**config.mk**
```make
export PLATFORM = sky130hd
export DESIGN_NAME = ram_access_sequencer
export DESIGN_NICKNAME = d
export VERILOG_FILES = /design/src/rtl/ram_seq_pkg.sv /design/src/rtl/dwell_counter.sv /design/src/rtl/ram_access_sequencer.sv
export SDC_FILE = /design/constraint.sdc
export NUM_CORES = 1
export LEC_CHECK = 0
export ABC_AREA = 1
export CORE_ASPECT_RATIO = 0.75
export CORE_UTILIZATION = 54
export DETAILED_ROUTE_END_ITERATION = 10
export GPL_TIMING_DRIVEN = 0
export PLACE_DENSITY_LB_ADDON = 0.2
export SYNTH_ARGS = -nofsm -noshare
export SYNTH_HDL_FRONTEND = slang
export SYNTH_SLANG_ARGS = --single-unit
```
**constraint.sdc**
```tcl
create_clock -name clk -period 3 [get_ports clk]
set_clock_uncertainty 0.1 [all_clocks]
set_input_delay 0.9 -clock clk [delete_from_list [all_inputs] [get_ports clk]]
set_output_delay 0.9 -clock clk [all_outputs]
set_load 0.05 [all_outputs]
```
**src/rtl/ram_seq_pkg.sv**
```systemverilog
// Shared encodings for the RAM access sequencer: command codes, FSM states,
// default widths and the depth of the attached 32x4 RAM.
package ram_seq_pkg;

  localparam int DEF_ADDR_W = 5;
  localparam int DEF_DATA_W = 4;
  localparam int RAM_DEPTH  = 32;

  typedef enum logic [1:0] {
    CMD_WRITE = 2'b00,
    CMD_READ  = 2'b01,
    CMD_FILL  = 2'b10,
    CMD_SCAN  = 2'b11
  } cmd_e;

  typedef enum logic [2:0] {
    ST_IDLE      = 3'd0,
    ST_WRITE     = 3'd1,
    ST_RD_WAIT   = 3'd2,
    ST_RD_CAP    = 3'd3,
    ST_FILL      = 3'd4,
    ST_SCAN_WAIT = 3'd5,
    ST_SCAN_HOLD = 3'd6,
    ST_FINISH    = 3'd7
  } state_e;

endpackage

```
**src/rtl/dwell_counter.sv**
```systemverilog
// Loadable down-counter that times how long each scanned word stays on
// display. tc marks the last enabled cycle of a dwell period.
module dwell_counter #(
  parameter int DWELL_CYCLES = 50000000
) (
  input  logic clk,
  input  logic resetn,
  input  logic load,
  input  logic en,
  output logic tc
);

  localparam int CNT_W = $clog2(DWELL_CYCLES + 1);

  logic [CNT_W-1:0] cnt_q, cnt_d;

  // Reload on a new word, otherwise count down while holding, stop at zero.
  always_comb begin
    cnt_d = cnt_q;
    if (load) begin
      cnt_d = CNT_W'(DWELL_CYCLES);
    end else if (en && (cnt_q != '0)) begin
      cnt_d = cnt_q - CNT_W'(1);
    end
  end

  // Counter register.
  always_ff @(posedge clk or negedge resetn) begin
    if (!resetn) cnt_q <= '0;
    else         cnt_q <= cnt_d;
  end

  assign tc = en && (cnt_q == CNT_W'(1));

endmodule

```
**src/rtl/ram_access_sequencer.sv**
```systemverilog
// Turns user requests (WRITE, READ, FILL, SCAN) into correctly timed cycles
// for a synchronous 32-word RAM and presents read results to the display.
//
// Handshake: a rising edge of go while busy is low (and abort is low) starts
// a command; busy stays high from the accept edge until done falls; done
// pulses for one cycle on normal completion only; rd_valid pulses for one
// cycle whenever rd_addr/rd_data take a new word. Starts while busy are lost.
module ram_access_sequencer
  import ram_seq_pkg::*;
#(
  parameter int ADDR_W       = DEF_ADDR_W,
  parameter int DATA_W       = DEF_DATA_W,
  parameter int RD_LATENCY   = 1,
  parameter int DWELL_CYCLES = 50000000
) (
  input  logic              clk,
  input  logic              resetn,
  input  logic              go,
  input  logic              abort,
  input  logic [1:0]        cmd,
  input  logic [ADDR_W-1:0] addr_in,
  input  logic [DATA_W-1:0] data_in,
  output logic [ADDR_W-1:0] ram_addr,
  output logic [DATA_W-1:0] ram_data,
  output logic              ram_wren,
  input  logic [DATA_W-1:0] ram_q,
  output logic [ADDR_W-1:0] rd_addr,
  output logic [DATA_W-1:0] rd_data,
  output logic              rd_valid,
  output logic              busy,
  output logic              done,
  output state_e            dbg_state
);

  localparam int WAIT_W = (RD_LATENCY < 1) ? 1 : $clog2(RD_LATENCY + 1);
  localparam logic [WAIT_W-1:0] WAIT_LAST = WAIT_W'(RD_LATENCY);
  localparam logic [ADDR_W-1:0] LAST_ADDR = ADDR_W'(RAM_DEPTH - 1);

  state_e            state_q, state_d;
  logic              go_sync_q, go_sync_d, go_prev_q, go_prev_d;
  logic [WAIT_W-1:0] wait_cnt_q, wait_cnt_d;
  logic [ADDR_W-1:0] ram_addr_q, ram_addr_d, rd_addr_q, rd_addr_d;
  logic [DATA_W-1:0] ram_data_q, ram_data_d, rd_data_q, rd_data_d;
  logic              ram_wren_q, ram_wren_d, rd_valid_q, rd_valid_d;
  logic              busy_q, busy_d, done_q, done_d;
  logic              start, dwell_load, dwell_tc;

  // Edge detector on the registered go level.
  always_comb begin
    go_sync_d = go;
    go_prev_d = go_sync_q;
  end
  assign start = go_sync_q && !go_prev_q;

  dwell_counter #(.DWELL_CYCLES(DWELL_CYCLES)) u_dwell (
    .clk    (clk),
    .resetn (resetn),
    .load   (dwell_load),
    .en     (state_q == ST_SCAN_HOLD),
    .tc     (dwell_tc)
  );

  // State and output registers; reset abandons any command at once.
  always_ff @(posedge clk or negedge resetn) begin
    if (!resetn) begin
      state_q    <= ST_IDLE;
      go_sync_q  <= 1'b0;
      go_prev_q  <= 1'b0;
      wait_cnt_q <= '0;
      ram_addr_q <= '0;
      ram_data_q <= '0;
      ram_wren_q <= 1'b0;
      rd_addr_q  <= '0;
      rd_data_q  <= '0;
      rd_valid_q <= 1'b0;
      busy_q     <= 1'b0;
      done_q     <= 1'b0;
    end else begin
      state_q    <= state_d;
      go_sync_q  <= go_sync_d;
      go_prev_q  <= go_prev_d;
      wait_cnt_q <= wait_cnt_d;
      ram_addr_q <= ram_addr_d;
      ram_data_q <= ram_data_d;
      ram_wren_q <= ram_wren_d;
      rd_addr_q  <= rd_addr_d;
      rd_data_q  <= rd_data_d;
      rd_valid_q <= rd_valid_d;
      busy_q     <= busy_d;
      done_q     <= done_d;
    end
  end

  // Next-state logic; abort from any active state wins over everything.
  always_comb begin
    state_d = state_q;
    if ((state_q != ST_IDLE) && abort) begin
      state_d = ST_IDLE;
    end else begin
      case (state_q)
        ST_IDLE: begin
          if (start && !abort) begin
            case (cmd_e'(cmd))
              CMD_WRITE: state_d = ST_WRITE;
              CMD_READ:  state_d = ST_RD_WAIT;
              CMD_FILL:  state_d = ST_FILL;
              default:   state_d = ST_SCAN_WAIT;
            endcase
          end
        end
        ST_WRITE:     state_d = ST_FINISH;
        ST_RD_WAIT:   if (wait_cnt_q == WAIT_LAST) state_d = ST_RD_CAP;
        ST_RD_CAP:    state_d = ST_FINISH;
        ST_FILL:      if (ram_addr_q == LAST_ADDR) state_d = ST_FINISH;
        ST_SCAN_WAIT: if (wait_cnt_q == WAIT_LAST) state_d = ST_SCAN_HOLD;
        ST_SCAN_HOLD: begin
          if (dwell_tc) state_d = (ram_addr_q == LAST_ADDR) ? ST_FINISH : ST_SCAN_WAIT;
        end
        default:      state_d = ST_IDLE;
      endcase
    end
  end

  // Output/datapath logic: RAM drive, read capture, wait counting.
  always_comb begin
    ram_addr_d = ram_addr_q;
    ram_data_d = ram_data_q;
    ram_wren_d = 1'b0;
    rd_addr_d  = rd_addr_q;
    rd_data_d  = rd_data_q;
    rd_valid_d = 1'b0;
    wait_cnt_d = wait_cnt_q;
    dwell_load = 1'b0;
    if (state_d != ST_IDLE) begin
      case (state_q)
        ST_IDLE: begin
          wait_cnt_d = '0;
          case (state_d)
            ST_WRITE: begin
              ram_addr_d = addr_in;
              ram_data_d = data_in;
              ram_wren_d = 1'b1;
            end
            ST_RD_WAIT: ram_addr_d = addr_in;
            ST_FILL: begin
              ram_addr_d = '0;
              ram_data_d = data_in;
              ram_wren_d = 1'b1;
            end
            ST_SCAN_WAIT: ram_addr_d = '0;
            default: ;
          endcase
        end
        ST_RD_WAIT, ST_SCAN_WAIT: begin
          if (wait_cnt_q == WAIT_LAST) begin
            rd_data_d  = ram_q;
            rd_addr_d  = ram_addr_q;
            rd_valid_d = 1'b1;
            dwell_load = (state_q == ST_SCAN_WAIT);
          end else begin
            wait_cnt_d = wait_cnt_q + WAIT_W'(1);
          end
        end
        ST_FILL: begin
          if (state_d == ST_FILL) begin
            ram_addr_d = ram_addr_q + ADDR_W'(1);
            ram_wren_d = 1'b1;
          end
        end
        ST_SCAN_HOLD: begin
          if (state_d == ST_SCAN_WAIT) begin
            ram_addr_d = ram_addr_q + ADDR_W'(1);
            wait_cnt_d = '0;
          end
        end
        default: ;
      endcase
    end
    busy_d = (state_d != ST_IDLE);
    done_d = (state_d == ST_FINISH);
  end

  assign ram_addr  = ram_addr_q;
  assign ram_data  = ram_data_q;
  assign ram_wren  = ram_wren_q;
  assign rd_addr   = rd_addr_q;
  assign rd_data   = rd_data_q;
  assign rd_valid  = rd_valid_q;
  assign busy      = busy_q;
  assign done      = done_q;
  assign dbg_state = state_q;

endmodule

```
==> flow_metrics.env <==
export IMPL_worstSetupStartpointType="register"
export IMPL_grt_pass1_wl_mm=11.5
export IMPL_leakage_nw=1.81
export IMPL_cts_buffer_depth=2
export IMPL_timing_hold_ws_ns=0.297
export IMPL_ctsResizeCount=0
export IMPL_worstReg2RegStart="ram_addr[0]$_DFFE_PN0P_"
export IMPL_synthTopCellsByArea="dfrtp_1, nand2_1, nor2_1"
export IMPL_die_h_um=68.9
export IMPL_drive_gt1_share_pct=15.1
export IMPL_switching_power_w=0.00175
export IMPL_syn_num_nets=426
export IMPL_slowest_delay_ns=0.87
export IMPL_cpMaxStageDelayCell="clkdlybuf4s50_1"
export IMPL_drc=0
export IMPL_reg2regPathDepth=18
export IMPL_final_util_pct=70.1
export IMPL_fmax_mhz=364
export IMPL_finalInstanceArea_sq_um=3870
export IMPL_reg2reg_slack_ns=0.57
export IMPL_cts_tree="yes"
export IMPL_dpl_hpwl_mm=5.22
export IMPL_path_class="register to output port"
export IMPL_endpoint="dbg_state[1]"
export IMPL_row_count=23
export IMPL_wl_per_cell_um=13.0
export IMPL_synth_edff_count=0
export IMPL_hp_class="register to register"
export IMPL_cp_arrival_ns=1.75
export IMPL_area_delta_synth_final_pct=20.4
export IMPL_core_sq_um=5530
export IMPL_synthArstFlopShare_pct=100
export IMPL_grt_max_degree=41
export IMPL_setup_viol_count_final=0
export IMPL_antenna_left=0
export IMPL_final_hold_viol_count=0
export IMPL_seq_power_share_pct=32.2
export IMPL_io_pins=44
export IMPL_fillers=445
export IMPL_hold_path_startpoint="go_prev_d$_DFF_PN0_"
export IMPL_crit_family="buffers and inverters"
export IMPL_switching_share_pct=48.7
export IMPL_nNetsFinal=477
export IMPL_cts_htree_levels=2
export IMPL_place_congestion=0.849
export IMPL_chipWidth_um=91.1
export IMPL_synth_distinct_cells=39
export IMPL_yosys_warnings=0
export IMPL_synthesis_area_sq_um=3220
export IMPL_crit_start="dbg_state[1]$_DFF_PN0_"
export IMPL_dp_cells=518
export IMPL_ys_ff_latch=54
export IMPL_viasPerCell=5.05
export IMPL_path_depth=1
export IMPL_grt_ovfl_total=0
export IMPL_final_cells=526
export IMPL_start_util_pct=58.2
export IMPL_path_clk_slew_ns=0.10
export IMPL_regArea_sq_um=1350
export IMPL_end_kind="output port"
export IMPL_dieArea_sq_um=6280
export IMPL_max_slew_margin_rel_pct=65.9
export IMPL_syn_area_per_cell_sq_um=8.07
export IMPL_pwr_share_clk_pct=14.4
export IMPL_multiInputGateArea_sq_um=1600
export IMPL_grt_antenna_before_repair=0
export IMPL_rsz0062_at_grt="no"
export IMPL_clockRootBuffer="clkbuf_8"
export IMPL_peakVddDrop_mv=0.550
export IMPL_power_density_nw_per_um2=927
export IMPL_drv_cap=0
export IMPL_diodes=0
export IMPL_yosysTopAreaCellShare_pct=42.0
export IMPL_path_buf_inv=1
export IMPL_postSynthCellCount=399
export IMPL_drtPass1Iterations=4
export IMPL_grt_usage_pct=23.9
export IMPL_p_comb_share_pct=53.4
export IMPL_wl_mm=6.82
export IMPL_crit_chain="clkdlybuf4s50_1"
export IMPL_grt_pass1_vias=2430
export IMPL_placed_cell_area_sq_um=3760
export IMPL_post_cts_repair_setup_buffers=0
export IMPL_holdPathStages=0
export IMPL_cp_max_fo=7
export IMPL_r2r_end="ram_addr[2]$_DFFE_PN0P_"
export IMPL_hold_buffers=0
export IMPL_critPathRequiredTime_ns=2.00
export IMPL_tightest_slew_ns=0.510
export IMPL_p_int_w=0.00184
export IMPL_drv_slew=0
export IMPL_yosysTopAreaCell="dfrtp_1"
export IMPL_clk_latency_ns=0.32
export IMPL_seq_area_frac_synth_pct=42.0
export IMPL_numCtsBuffers=5
export IMPL_io_buffers=43
export IMPL_drtIter0Drc=145
export IMPL_status="finished clean"
export IMPL_vias=2657
export IMPL_period_share_pct=91.6
export IMPL_synth_main_ff_cell="dfrtp_1"
export IMPL_cts_sinks=54
export IMPL_period_needed_ns=2.75
-- state kept, by name, indices dropped and copies added, names as in the netlist --
| register | flops |
|---|---|
| busy | 1 |
| dbg_state | 3 |
| done | 1 |
| go_prev_d | 1 |
| go_prev_q | 1 |
| ram_addr | 5 |
| ram_data | 4 |
| ram_wren | 1 |
| rd_addr | 5 |
| rd_data | 4 |
| rd_valid | 1 |
| u_dwell.cnt_q | 26 |
| wait_cnt_q | 1 |
-- worst min path at each step --
stage,endpoint,slack (ns)
3_3_place_gp,go_prev_q$_DFF_PN0_,0.26
3_5_place_dp,go_prev_q$_DFF_PN0_,0.28
6_report,go_prev_q$_DFF_PN0_,0.30
2_1_floorplan,go_prev_q$_DFF_PN0_,0.25
5_1_grt,go_prev_q$_DFF_PN0_,0.32
4_1_cts,go_prev_q$_DFF_PN0_,0.30
-- area by class of cell --
cell class,instances,share of cell area (%)
well taps,75,2.42
clock inverters,3,1.23
clock buffers,5,1.78
plain buffers,5,0.937
flip-flops and latches,54,34.9
multi-input cells,282,41.2
repair buffers,44,11.5
inverters,58,6.04
-- metrics by stage --
step                TNS [ns]  power [W]  worst slack [ns]
floorplan                  0    0.00257             0.525
global placement      -37.30    0.00303            -0.690
detailed placement    -0.501    0.00308           -0.0918
CTS                        0    0.00360             0.230
global route               0    0.00384            0.0747
finish                     0    0.00359             0.252
-- synthesized netlist by cell type (4+ instances only) --
master and n:
a21oi_1 5, dfrtp_1 54, ha_1 8, inv_1 47
inv_2 7, nand2_1 94, nand2_2 8, nand3_1 29
nand3b_1 4, nand4_1 6, nor2_1 50, nor2_2 10
nor2_8 4, nor3_1 8, o21ai_0 8, o21ai_1 5
xor2_1 11
-- worst register-to-register path, delay by kind of cell, from the launching register on --
family	cells	cell delay [ns]
DFF	1	0.44
buffers and inverters	2	0.14
adders and majority gates	2	0.43
and+or+nand+nor	14	1.21
-- placed cells by master (no fill, tap or decap), types with 2 or more instances in the layout --
cell type,instances
clkbuf_8,5
o21ai_2,3
nor2_8,4
or2_2,3
nand3b_1,4
ha_1,8
nand4_1,6
xnor2_1,3
xor2_1,11
nor2_2,10
nor3_1,8
o21ai_1,5
a21oi_1,5
nand2_1,94
nor4_1,3
buf_4,2
inv_1,47
inv_2,7
nand2_2,8
or2_1,2
inv_6,4
dfrtp_1,54
nand3_1,29
nor2_1,50
o21ai_0,8
nand2_4,3
buf_2,3
clkdlybuf4s50_1,42
nand3_4,3
nand3_2,3
-- routing by layer --
| metal | up-vias | GRT usage [%] | wire length, um |
|---|---|---|---|
| li1 | 1361 | - | - |
| met1 | 1226 | 35.9 | 3520 |
| met2 | 63 | 36.0 | 2970 |
| met3 | 7 | 3.84 | 266 |
| met4 | 0 | 6.15 | 61 |
| met5 | - | 0 | 0 |
-- logic make-up after synthesis --
| kind of cell | Yosys count | synth area share (%) |
|---|---|---|
| adders and majority gates | 8 | 3.11 |
| buffers and inverters | 63 | 8.40 |
| AOI/OAI and AO/OA | 25 | 5.09 |
| xor gates and xnor gates | 14 | 3.81 |
| DFF | 54 | 42.0 |
| and+or+nand+nor | 235 | 37.6 |
-- power groups by stage --
stage | registers (W) | logic, W | clock network (W)
floorplan | 0.00155 | 0.00101 | 0
global placement | 0.00116 | 0.00188 | 0
detailed placement | 0.00116 | 0.00192 | 0
CTS | 0.00115 | 0.00193 | 0.000522
global route | 0.00119 | 0.00210 | 0.000549
finish | 0.00116 | 0.00192 | 0.000518
(Power assumes the default switching activity.)
